$ cat config.mk
export PLATFORM = sky130hd
export DESIGN_NAME = cic_comp_fir_flat
export DESIGN_NICKNAME = d
export VERILOG_FILES = /design/src/rtl/cic_comp_fir_if.sv /design/src/rtl/cic_comp_fir.sv /design/src/flat_wrapper.sv
export SDC_FILE = /design/constraint.sdc
export NUM_CORES = 1
export LEC_CHECK = 0
export ABC_AREA = 1
export ABC_CLOCK_PERIOD_IN_PS = 17470
export CAP_MARGIN = 10
export CORE_MARGIN = 2
export CORE_UTILIZATION = 40
export DETAILED_ROUTE_END_ITERATION = 8
export PLACE_DENSITY_LB_ADDON = 0.12
export SKIP_CTS_REPAIR_TIMING = 1
export SLEW_MARGIN = 0
export SYNTH_ARGS = -nofsm -noshare
export SYNTH_HDL_FRONTEND = slang
export SYNTH_SLANG_ARGS = --single-unit
export TNS_END_PERCENT = 1
$ cat constraint.sdc
create_clock -name clk -period 17.47 [get_ports clk]
set_input_delay 1.747 -clock clk [delete_from_list [all_inputs] [get_ports clk]]
set_output_delay 1.747 -clock clk [all_outputs]
set_load 0.02 [all_outputs]
$ cat src/rtl/cic_comp_fir_if.sv
`default_nettype none
// ---------------------------------------------------------------------------
// cic_comp_fir_if : sample-stream bundle between CIC chain and compensator
// Rev 1.0
// ---------------------------------------------------------------------------
interface cic_comp_fir_if;
  logic               cke;
  logic signed [15:0] din;
  logic signed [15:0] dout;
  logic               cke_out;
  logic               busy;
  logic               overrun;

  modport master (output cke, din, input dout, cke_out, busy, overrun);
  modport slave  (input cke, din, output dout, cke_out, busy, overrun);
endinterface
`default_nettype wire

$ cat src/rtl/cic_comp_fir.sv
`default_nettype none
// ---------------------------------------------------------------------------
// cic_comp_fir : 8-tap CIC droop-compensation FIR, serial MAC, DECIM 1 or 2
// Rev 1.0
// ---------------------------------------------------------------------------
module cic_comp_fir #(
  parameter int DECIM = 1,
  parameter int TAPS  = 8
) (
  input  logic           clk,
  input  logic           rst,
  cic_comp_fir_if.slave  bus
);

  localparam int               c_kw    = $clog2(TAPS);
  localparam logic [c_kw-1:0]  c_klast = c_kw'(TAPS - 1);
  localparam logic [1:0]       c_idle  = 2'd0;
  localparam logic [1:0]       c_mac   = 2'd1;
  localparam logic [1:0]       c_out   = 2'd2;
  localparam logic signed [15:0] c_coef [TAPS] = '{
    -16'sd256, 16'sd512, -16'sd1024, 16'sd8960,
     16'sd8960, -16'sd1024, 16'sd512, -16'sd256
  };

  logic [1:0]         r_state;
  logic signed [15:0] r_dly [TAPS];
  logic [c_kw-1:0]    r_k;
  logic signed [35:0] r_acc;
  logic signed [15:0] r_dout;
  logic               r_cke_out;
  logic               r_overrun;

  logic               w_accept;
  logic               w_start;
  logic signed [15:0] w_tap;
  logic signed [15:0] w_coef;
  logic signed [31:0] w_prod;
  logic signed [35:0] w_sum;
  logic signed [35:0] w_rnd;
  logic signed [15:0] w_sat;

  assign w_accept = bus.cke && (r_state == c_idle);
  assign w_tap    = r_dly[r_k];
  assign w_coef   = c_coef[r_k];
  assign w_prod   = w_tap * w_coef;
  assign w_sum    = r_acc + 36'(w_prod);
  assign w_rnd    = (w_sum + 36'sd8192) >>> 14;

  always_comb begin
    w_sat = w_rnd[15:0];
    if (w_rnd > 36'sd32767)
      w_sat = 16'sh7fff;
    else if (w_rnd < -36'sd32768)
      w_sat = 16'sh8000;
  end

  generate
    if (DECIM == 2) begin : g_decim2
      // Phase 0 = first sample of a pair (no MAC), phase 1 = second (MAC).
      logic r_phase;
      always_ff @(posedge clk or negedge rst) begin
        if (!rst)
          r_phase <= 1'b0;
        else if (w_accept)
          r_phase <= ~r_phase;
      end
      assign w_start = r_phase;
    end else begin : g_decim1
      assign w_start = 1'b1;
    end
  endgenerate

  always_ff @(posedge clk or negedge rst) begin
    if (!rst) begin
      r_state   <= c_idle;
      r_k       <= '0;
      r_acc     <= '0;
      r_dout    <= '0;
      r_cke_out <= 1'b0;
      r_overrun <= 1'b0;
      for (int i = 0; i < TAPS; i++)
        r_dly[i] <= '0;
    end else begin
      r_cke_out <= 1'b0;
      if (bus.cke && (r_state != c_idle))
        r_overrun <= 1'b1;
      case (r_state)
        c_idle: begin
          if (w_accept) begin
            r_dly[0] <= bus.din;
            for (int i = 1; i < TAPS; i++)
              r_dly[i] <= r_dly[i-1];
            if (w_start) begin
              r_state <= c_mac;
              r_acc   <= '0;
              r_k     <= '0;
            end
          end
        end
        c_mac: begin
          r_acc <= w_sum;
          r_k   <= r_k + 1'b1;
          // Final product is folded in combinationally so dout lands in the OUT cycle.
          if (r_k == c_klast) begin
            r_dout    <= w_sat;
            r_cke_out <= 1'b1;
            r_state   <= c_out;
          end
        end
        c_out:   r_state <= c_idle;
        default: r_state <= c_idle;
      endcase
    end
  end

  assign bus.dout    = r_dout;
  assign bus.cke_out = r_cke_out;
  assign bus.busy    = (r_state != c_idle);
  assign bus.overrun = r_overrun;

endmodule
`default_nettype wire
$ cat src/flat_wrapper.sv
// flat-port wrapper written by rule: the top's interface ports become plain ports
module cic_comp_fir_flat 
#(
  parameter int DECIM = 1,
  parameter int TAPS  = 8
)
  (clk, rst, bus_cke, bus_din, bus_dout, bus_cke_out, bus_busy, bus_overrun);
  cic_comp_fir_if bus_i ();
  input  logic clk;
  input  logic rst;
  input wire logic [$bits(bus_i.cke)-1:0] bus_cke;
  input wire logic [$bits(bus_i.din)-1:0] bus_din;
  output wire logic [$bits(bus_i.dout)-1:0] bus_dout;
  output wire logic [$bits(bus_i.cke_out)-1:0] bus_cke_out;
  output wire logic [$bits(bus_i.busy)-1:0] bus_busy;
  output wire logic [$bits(bus_i.overrun)-1:0] bus_overrun;
  assign bus_i.cke = bus_cke;
  assign bus_i.din = bus_din;
  assign bus_dout = bus_i.dout;
  assign bus_cke_out = bus_i.cke_out;
  assign bus_busy = bus_i.busy;
  assign bus_overrun = bus_i.overrun;
  cic_comp_fir #(.DECIM(DECIM), .TAPS(TAPS)) u_core (.clk(clk), .rst(rst), .bus(bus_i));
endmodule
* Word level (Yosys, flattened, before mapping)
Memories as Yosys holds them, arrays and structs flattened.
Index checks and enable logic that the tools add are counted.
** Storage, ports and cells
- RAM bits :: 0
- Memories :: 1
- Bits in registers :: 187
- Memory bits (read-only) :: 128
- Latch bits :: 0
** Cells by class
- Shift-type cells :: 0
- Bitwise logic cells :: 1
- Order comparisons :: 3
- Mux-type cells :: 16
- Reductions and logical operators :: 9
- Equal/unequal tests :: 4
- Multipliers :: 1
- Div/mod/pow operators :: 0
- Add/sub/neg operators :: 3
** Memories
- (no name shown) :: depth 8, bits a word 16, read ports 1, clocked after memory_dff 0, wr ports 0, line cic_comp_fir.sv:44 : assign w_coef = c_coef[r_k];
** Operators with widths (number)
- 16-bit two-way mux :: 6
- 36-bit case mux with 2 select lines :: 1
- 16-bit binary-select mux with 3-bit select :: 1
- 36-bit by 15-bit adder with 36-bit output (second input constant) :: 1
- 36-bit by 32-bit adder with 36-bit output :: 1
- 36-bit two-way mux :: 1
- 16-bit by 16-bit multiplier with 32-bit output :: 1
- 22-bit by 16-bit > comparator with 1-bit output (second input constant) :: 1
- 22-bit by 16-bit < comparator with 1-bit output (second input constant) :: 1
- 2-bit AND reduction :: 4
- 3-bit case mux with 2 select lines :: 1
- 4-bit >= comparator (second input constant) :: 1
- 2-bit two-way mux :: 2
- 2-bit by 1-bit != test with 1-bit output (second input constant) :: 2
- 3-bit inverter with 4-bit output :: 1
- 2-bit case mux with 2 select lines :: 1
- 2-bit nonzero test :: 2
- 3-bit by 1-bit adder with 3-bit output (second input constant) :: 1
- 3-bit == test (second input constant) :: 1
- 3-bit two-way mux :: 1
- 2-bit by 1-bit == test with 1-bit output (second input constant) :: 1
- 1-bit logical AND :: 2
- 2-bit zero test :: 1
- 1-bit two-way mux :: 2

* Logic depth before layout (Yosys ltp)
- Depth in word-level cells :: 10
- Gate-level depth with buffers :: 47
- Mapped depth without buffers :: 46

* Worst setup path after synthesis
No wires, ideal clock.
- Path kind :: register to register
- Start point :: register u_core.r_k[0]
- End point :: register u_core.r_dout[10], in the netlist u_core.bus.dout[10]
- Path slack :: 9647 ps
- Arrival :: 7703 ps
- Cell stages (with the launch flop) :: 43
- Cells stage by stage :: dfrtp_1 inv_1 clkbuf_1 clkbuf_1 clkbuf_1 clkbuf_1 ha_1 inv_1 nand2_1 o21ai_0 inv_1 clkbuf_1 nor2_1 fa_1 inv_1 fa_1 inv_1 fa_1 (+7 left out) inv_2 a21oi_2 nand2_2 nand2_1 nand2_1 nor2_4 nand3_2 nor2_4 nand2_2 nor2_4 nand2_1 nand2_1 nand3_1 nor2_1 nand2_1 a21oi_4 buf_6 a21oi_2
** Between the ends
- Longest elaborated chain between the ends :: 10
- Elaborated cells on any way between the ends :: 16
- Classes of those cells :: 2 x add/sub; 1 x mul; 2 x order compare; 1 x eq/ne; 7 x mux; 1 x bitwise; 1 x reduce/logical; 1 x memory
** Ends and longest elaborated chain
- from (decl) :: line cic_comp_fir.sv:27 : logic [c_kw-1:0] r_k;
- from (signal assigned) :: line cic_comp_fir.sv:102 : r_k <= r_k + 1'b1;
- 3-bit inverter with 4-bit output (not written as such) :: line cic_comp_fir.sv:43, cic_comp_fir.sv:44
- memory 8 x 16 bit / 16-bit binary-select mux with 3-bit select (equally long branches)
- 16-bit two-way mux (on tied branches) (2 in series) :: line cic_comp_fir.sv:44, cic_comp_fir.sv:43
- 16-bit by 16-bit multiplier with 32-bit output :: line cic_comp_fir.sv:45 : assign w_prod = w_tap * w_coef;
- 36-bit by 32-bit adder with 36-bit output :: line cic_comp_fir.sv:46 : assign w_sum = r_acc + 36'(w_prod);
- 36-bit by 15-bit adder with 36-bit output :: line cic_comp_fir.sv:47 : assign w_rnd = (w_sum + 36'sd8192) >>> 14;
- 22-bit by 16-bit < comparator with 1-bit output :: line cic_comp_fir.sv:53 : else if (w_rnd < -36'sd32768)
- 16-bit two-way mux :: line cic_comp_fir.sv:53
- 16-bit two-way mux :: line cic_comp_fir.sv:51 : if (w_rnd > 36'sd32767)
- to (signal assigned) :: line cic_comp_fir.sv:105 : r_dout <= w_sat;
- to (decl) :: line cic_comp_fir.sv:29 : logic signed [15:0] r_dout;
Several ways; a longest one is shown, not always the timed one. The select of a mux whose other input is x is not followed.
A chain may end at the register's enable or synchronous reset.

* Worst setup path after layout
- Start point :: register u_core.r_k[0]
- End point :: register u_core.r_dout[1], in the netlist u_core.bus.dout[1]
Same word-level chain as after synthesis.

==> results by group <==
Cells and area
  • Nets: 2193
  • Reg area: 4480 um^2
  • Area growth, synth to finish: 9.36%
  • # diodes: 0
  • Share of layout cells above drive strength 1: 8.11%
  • Commonest non-fill, non-tap cell in the layout: nand2_1
  • Multi-input gate area in the final layout: 8910 um^2
  • Fillers: 3752
  • Most frequent cells in the layout: nand2_1 (484), inv_1 (357), o21ai_0 (208)

Global route
  • GRT Overall Usage: 21.4%
  • Initial antenna violation count: 0
  • Number of global-route vias before repair: 12500
  • Global-route wire length before repair: 65.4 mm
  • Grt ovf: 0
  • Largest net degree at the start of global routing: 112

STA
  • Final setup fails: 0
  • Final Cycle Share: 53.2%
  • Fin Clk Skew: 15.2 ps
  • Tmin final: 9300 ps
  • Fmax: 108 MHz
  • RSZ-0062 raised after global routing: no
  • Worst slew pin tran: 1040 ps
  • Final hold violations: 0
  • Final-report max-slew violation count: 0
  • Setup TNS: 0 ps
  • Max-slew headroom: 30.8%

Placement
  • DP HPWL: 28.7 mm
  • Placer congestion estimate: 0.905
  • IO buf count: 37

Detailed routing
  • Vias per inst: 4.97
  • DRC viols: 0
  • WL per Instance: 15.7 um
  • Initial DRT Pass Iterations: 5
  • Initial DRC count: 696
  • ANT nets after route: 0
  • Vias: 12100
  • Post-Route WL: 38.3 mm

Synth
  • Synthesis-stage register bit count: 179
  • Synth warn: 0
  • Netlist Area Pre-Place: 15000 um^2
  • Yosys cell types: 42
  • Seq/Total Area, Yosys: 29.8%
  • Syn Area/Cell: 7.68 um^2
  • Synthesized Nets: 2188
  • Mapped Cells: 1955

CTS
  • # H-tree levels: 4
  • CTS tree: built
  • Worst-path clk slew: 90 ps
  • Number of buffers created by CTS: 17
  • Root buffer selected by CTS: clkbuf_16
  • Clk buf depth: 2
  • Clock Sinks: 179
  • Worst skew pair latency: 460 ps

Critical path
  • Worst setup path class: reg -> reg
  • CP bufs+invs: 8
  • Startpoint types: flop
  • Slowest stage delay, CP: 640 ps
  • Worst Path Arrival: 9610 ps
  • Worst setup EP type: flop
  • Worst path slowest cell: clkinv_1
  • Cell family with most CP delay: adder cells
  • WP data required: 17780 ps
  • Largest fanout on the critical path: 43
  • Most used cell, CP: nand2_1

Floorplanning
  • # rows: 70
  • Core Footprint: 36800 um^2
  • Initial core utilization: 40.8%
  • Full die area: 39100 um^2
  • Chip width: 198 um
  • Io pins: 38
  • Die H: 198 um

Status
  • Status: finished clean

Flow run
  • Max-cap viol count: 0

Worst hold path
  • Worst hold path type: reg -> reg
==> worst register-to-register path: cells and delay by family, from the launching register on <==
kind                     cells  cell delay, ps
adder cells (fa/ha/maj)      7            3500
AND/OR/NAND/NOR             17            1950
buffers and inverters        8            1740
AO/OA/AOI/OAI                6            1360
flip-flops                   1             610
==> flip-flops by register name, summed over array words and instances, names as in the netlist <==
name,flops
u_core.r_state,2
u_core.r_k,3
u_core.bus.cke_out,1
u_core.bus.overrun,1
u_core.r_acc,28
u_core.r_dly,128
u_core.bus.dout,16
==> cell families after synthesis <==
family | synth area share [%]
flops | 29.8
fa+ha+maj | 23.8
xor+xnor | 1.10
buf+inv | 11.0
compound gates | 11.7
simple gates | 22.6
==> final timing paths <==
| kind | slack [ps] | from | endpoint | depth (start not counted) |
|---|---|---|---|---|
| worst max-delay path | 8170 | u_core.r_k[0] | u_core.bus.dout[1] | 38 |
| worst min-delay path | 470 | u_core.r_dly[32] | u_core.r_dly[16] | 2 |
| worst max register to register | 8170 | u_core.r_k[0] | u_core.bus.dout[1] | 38 |
| worst min register to register | 470 | u_core.r_dly[32] | u_core.r_dly[16] | 2 |
| max in group asynchronous | 14450 | rst | u_core.r_k[0] | 2 |
| min in group asynchronous | 1360 | rst | u_core.r_dly[97] | 1 |
==> stage by stage <==
| stage | instances | instance area, um^2 | hold WS, ps | setup WS, ps | util (%) |
|---|---|---|---|---|---|
| after floorplan | 1955 | 15000 | 448 | 9650 | - |
| after global placement | 2409 | 15800 | 460 | 8080 | 43.0 |
| after detailed placement | 2409 | 15800 | 471 | 8160 | 43.0 |
| after CTS | 2441 | 16400 | 479 | 8150 | 44.7 |
| after global routing | 2441 | 16400 | 494 | 7340 | 44.7 |
| final | 2441 | 16400 | 474 | 8170 | 44.7 |
==> synth_stat cells <==
library cell / instances / area share, %
nand2_1: 484 / 12
inv_1: 358 / 8.9
o21ai_0: 208 / 6.9
dfrtp_1: 179 / 30
fa_1: 120 / 16
nor2_1: 117 / 2.9
a21oi_1: 94 / 3.1
ha_1: 94 / 7.8
nand3_1: 73 / 2.4
clkbuf_1: 58 / 1.4
nand2_2: 35 / 1.5
or2_2: 15 / 0.62
a21oi_2: 13 / 0.76
xor2_1: 13 / 0.76
inv_2: 11 / 0.27
nand4_1: 11 / 0.46
nand3_2: 10 / 0.67
nor2_2: 9 / 0.37
nor3_1: 7 / 0.23
nor2_4: 6 / 0.45
a22o_1: 4 / 0.23
xnor2_1: 4 / 0.23
buf_1: 3 / 0.075
clkinv_1: 3 / 0.075
nand2_4: 3 / 0.22
o21bai_1: 3 / 0.15
o22ai_1: 3 / 0.12
nand3_4: 2 / 0.23
nor3_2: 2 / 0.13
a21oi_4: 1 / 0.11
a22oi_1: 1 / 0.050
a31o_2: 1 / 0.058
a31oi_1: 1 / 0.042
a32o_1: 1 / 0.067
buf_6: 1 / 0.075
buf_8: 1 / 0.10
nand3b_1: 1 / 0.050
nand4_2: 1 / 0.083
nor3_4: 1 / 0.11
nor4_1: 1 / 0.042
o21ai_1: 1 / 0.033
xor2_2: 1 / 0.11
==> layout make-up <==
type                       count  share of cell area (%)
multi-input combinational   1341                    54.2
clock buffer                  17                    2.59
clock inverter                15                    1.04
tap                          468                    3.56
inverter                     372                    8.50
timing repair buffer          49                    2.83
sequential                   179                    27.3
==> metal layers <==
metal	track usage (%)	wire length (um)	vias up
li1	-	-	6051
met1	30.2	18900	5834
met2	34.1	17200	195
met3	3.00	1350	43
met4	6.46	852	0
met5	0	0	-
Power is left out: the tool's default activity adds up to more than one toggle a clock period on the data nets, which glitch-free logic cannot reach.
==> edit, RTL diff (config.mk and constraints unchanged) <==
Reset style: synchronous (`rst`), changed in 2 clocked blocks.
--- a/src/rtl/cic_comp_fir.sv
+++ b/src/rtl/cic_comp_fir.sv
@@ -59,5 +59,5 @@
       // Phase 0 = first sample of a pair (no MAC), phase 1 = second (MAC).
       logic r_phase;
-      always_ff @(posedge clk or negedge rst) begin
+      always_ff @(posedge clk) begin
         if (!rst)
           r_phase <= 1'b0;
@@ -71,5 +71,5 @@
   endgenerate
 
-  always_ff @(posedge clk or negedge rst) begin
+  always_ff @(posedge clk) begin
     if (!rst) begin
       r_state   <= c_idle;
Function: differs if rst is asserted again (counterexample within 4 cycles, from zero or initial values and one cycle with rst low); with rst held inactive, the same outputs for 4 cycles.
==> edit against the original RTL <==
  * Sequential cell count rose by 3
  * Setup slack improved by 0.22 ns
  * Routed wire length fell by 2.4%
  * Cell count rose by 0.70%
  * Area after synthesis rose by 1.3%
  * Final area rose by 1.6%
  * Sequential share of layout area rose by 2.3 points
  * Largest cell class unchanged
Power is left out: the tool's default activity adds up to more than one toggle a clock period on the data nets, which glitch-free logic cannot reach.
==> edit: results (changes against the original RTL) <==
- Outcome: finished clean
- Highest metal layer with signal wires: met4
- Diode count: 0 (unchanged)
- Pre-CTS setup slack: 8.46 ns (+0.299 ns)
- Most area-consuming cells after synthesis: sky130_fd_sc_hd__edfxtp_1 (25%), sky130_fd_sc_hd__fa_1 (16%), sky130_fd_sc_hd__inv_1 (10%)
- Clock transition at path regs: 0.07 ns (-0.02 ns)
- Number of cells traversed by the worst hold path: 2 (unchanged)
- Pre-Repair DR Iteration Count: 5 (unchanged)
- Flip-flop count of the largest register after layout: 128 (unchanged)
- Clock Latency Late Sink: 0.45 ns
- Final worst clock skew: 0.0101 ns (-0.00508 ns)
- Cell with the largest stage delay on the worst path: sky130_fd_sc_hd__inv_1
- Synth top cells by count: sky130_fd_sc_hd__inv_1 (423), sky130_fd_sc_hd__nand2_1 (383), sky130_fd_sc_hd__nor2_1 (232), sky130_fd_sc_hd__edfxtp_1 (128), sky130_fd_sc_hd__fa_1 (120)
- Met1 Usage GRT: 30.5% (+0.32 points)
- Number of distinct library cells after synthesis: 43 (+2.4%)
- Met2 Use GR: 30.0% (-4.0 points)
- Sequential cell area fraction in the yosys report: 32.4% (+2.5 points)
- Post-Synth Adder-Cell Area: 23.5% (-0.31 points)
- Total routing resource utilization after global routing: 20.0% (-1.3 points)
- Synthesized Nets: 2153 (-1.6%)
- Number of cells on the worst reg-to-reg path: 41 (+7.9%)
- Worst Hold Path EP: u_core.r_acc[32]
- Hold Worst Slack: 0.467 ns (-0.00721 ns)
- DRC violation total after the first TritonRoute iteration: 815 (+17%)
- Post-synthesis xor/xnor area fraction: 1.26% (+0.16 points)
- Compound-cell area share of the yosys netlist: 8.31% (-3.4 points)
- DR WL met3: 1.58 mm (+17%)
- Number of enable-type register cells in the synthesized netlist: 128 (+128)
- CTS Root Cell: sky130_fd_sc_hd__clkbuf_16
- Routing usage on met3: 3.31% (+0.31 points)
- Largest register by flop count: u_core.r_dly
- Port buffer count: 37 (unchanged)
- Highest net fanout along the worst path: 49 (+14%)
- Worst slew margin: 29.5% (-1.3 points)
- Classification of the worst-slack hold path: reg -> reg
- Placer's final routability congestion estimate: 0.888 (-1.9%)
- Min-Delay Startpoint: u_core.r_acc[32]
- Crit path setup slack, layout: 8.39 ns (+0.222 ns)
- Half-perimeter wire length after detailed placement: 28.4 mm (-1.1%)
- CP peak stage delay: 0.54 ns (-0.10 ns)
- Maximum number of pins on one net before global-route repair: 81 (-28%)
- Async set or reset register ratio after synthesis: 0% (-100 points)
- Routed length on met1: 19.1 mm (+1.4%)
- R2R Path End: u_core.bus.dout[8]
- Global-route wire length before repair: 61.8 mm (-5.4%)
- TritonCTS clock tree: done
- Worst Path Class, Setup: reg -> reg
- Routed length per placed instance: 15.2 microns (-3.1%)
- Worst path arrival time: 9.39 ns (-0.22 ns)
- Initial antenna violation count: 0 (unchanged)
- Mean number of vias per cell: 4.78 (-3.8%)
- Number of CTS-inserted buffers: 17 (unchanged)
- Ratio of cells with drive above 1 in the final layout: 7.50% (-0.61 points)
- Total length of routed met2 wires: 16.3 mm (-5.3%)
- Vias in the first global route: 11600 (-7.6%)
==> edit: kinds of logic (layout without fill, tap and decap cells) <==
kind of cell	after synthesis	after routing
AO/OA/AOI/OAI	235	235
XOR/XNOR	21	21
adder cells (fa/ha/maj)	214	214
buffers and inverters	492	519
flip-flops	182	182
AND/OR/NAND/NOR	776	776
==> edit: through the flow <==
| step | area (sq um) | cells | utilization (%) |
|---|---|---|---|
| floorplan | 15200 | 1920 | - |
| global route | 16700 | 2458 | 44.4 |
| CTS | 16700 | 2458 | 44.4 |
| detailed placement | 16100 | 2426 | 42.9 |
| finish | 16700 | 2458 | 44.4 |
| global placement | 16100 | 2426 | 42.9 |
==> edit: cell type report <==
cell class                      count  area (sq um)
Clock buffer                       18           429
Clock inverter                     14           148
Fill cell                        3792         20900
Inverter                          438          1640
Multi-Input combinational cell   1246          8440
Sequential cell                   182          4930
Tap cell                          511           639
Timing Repair Buffer               49           455
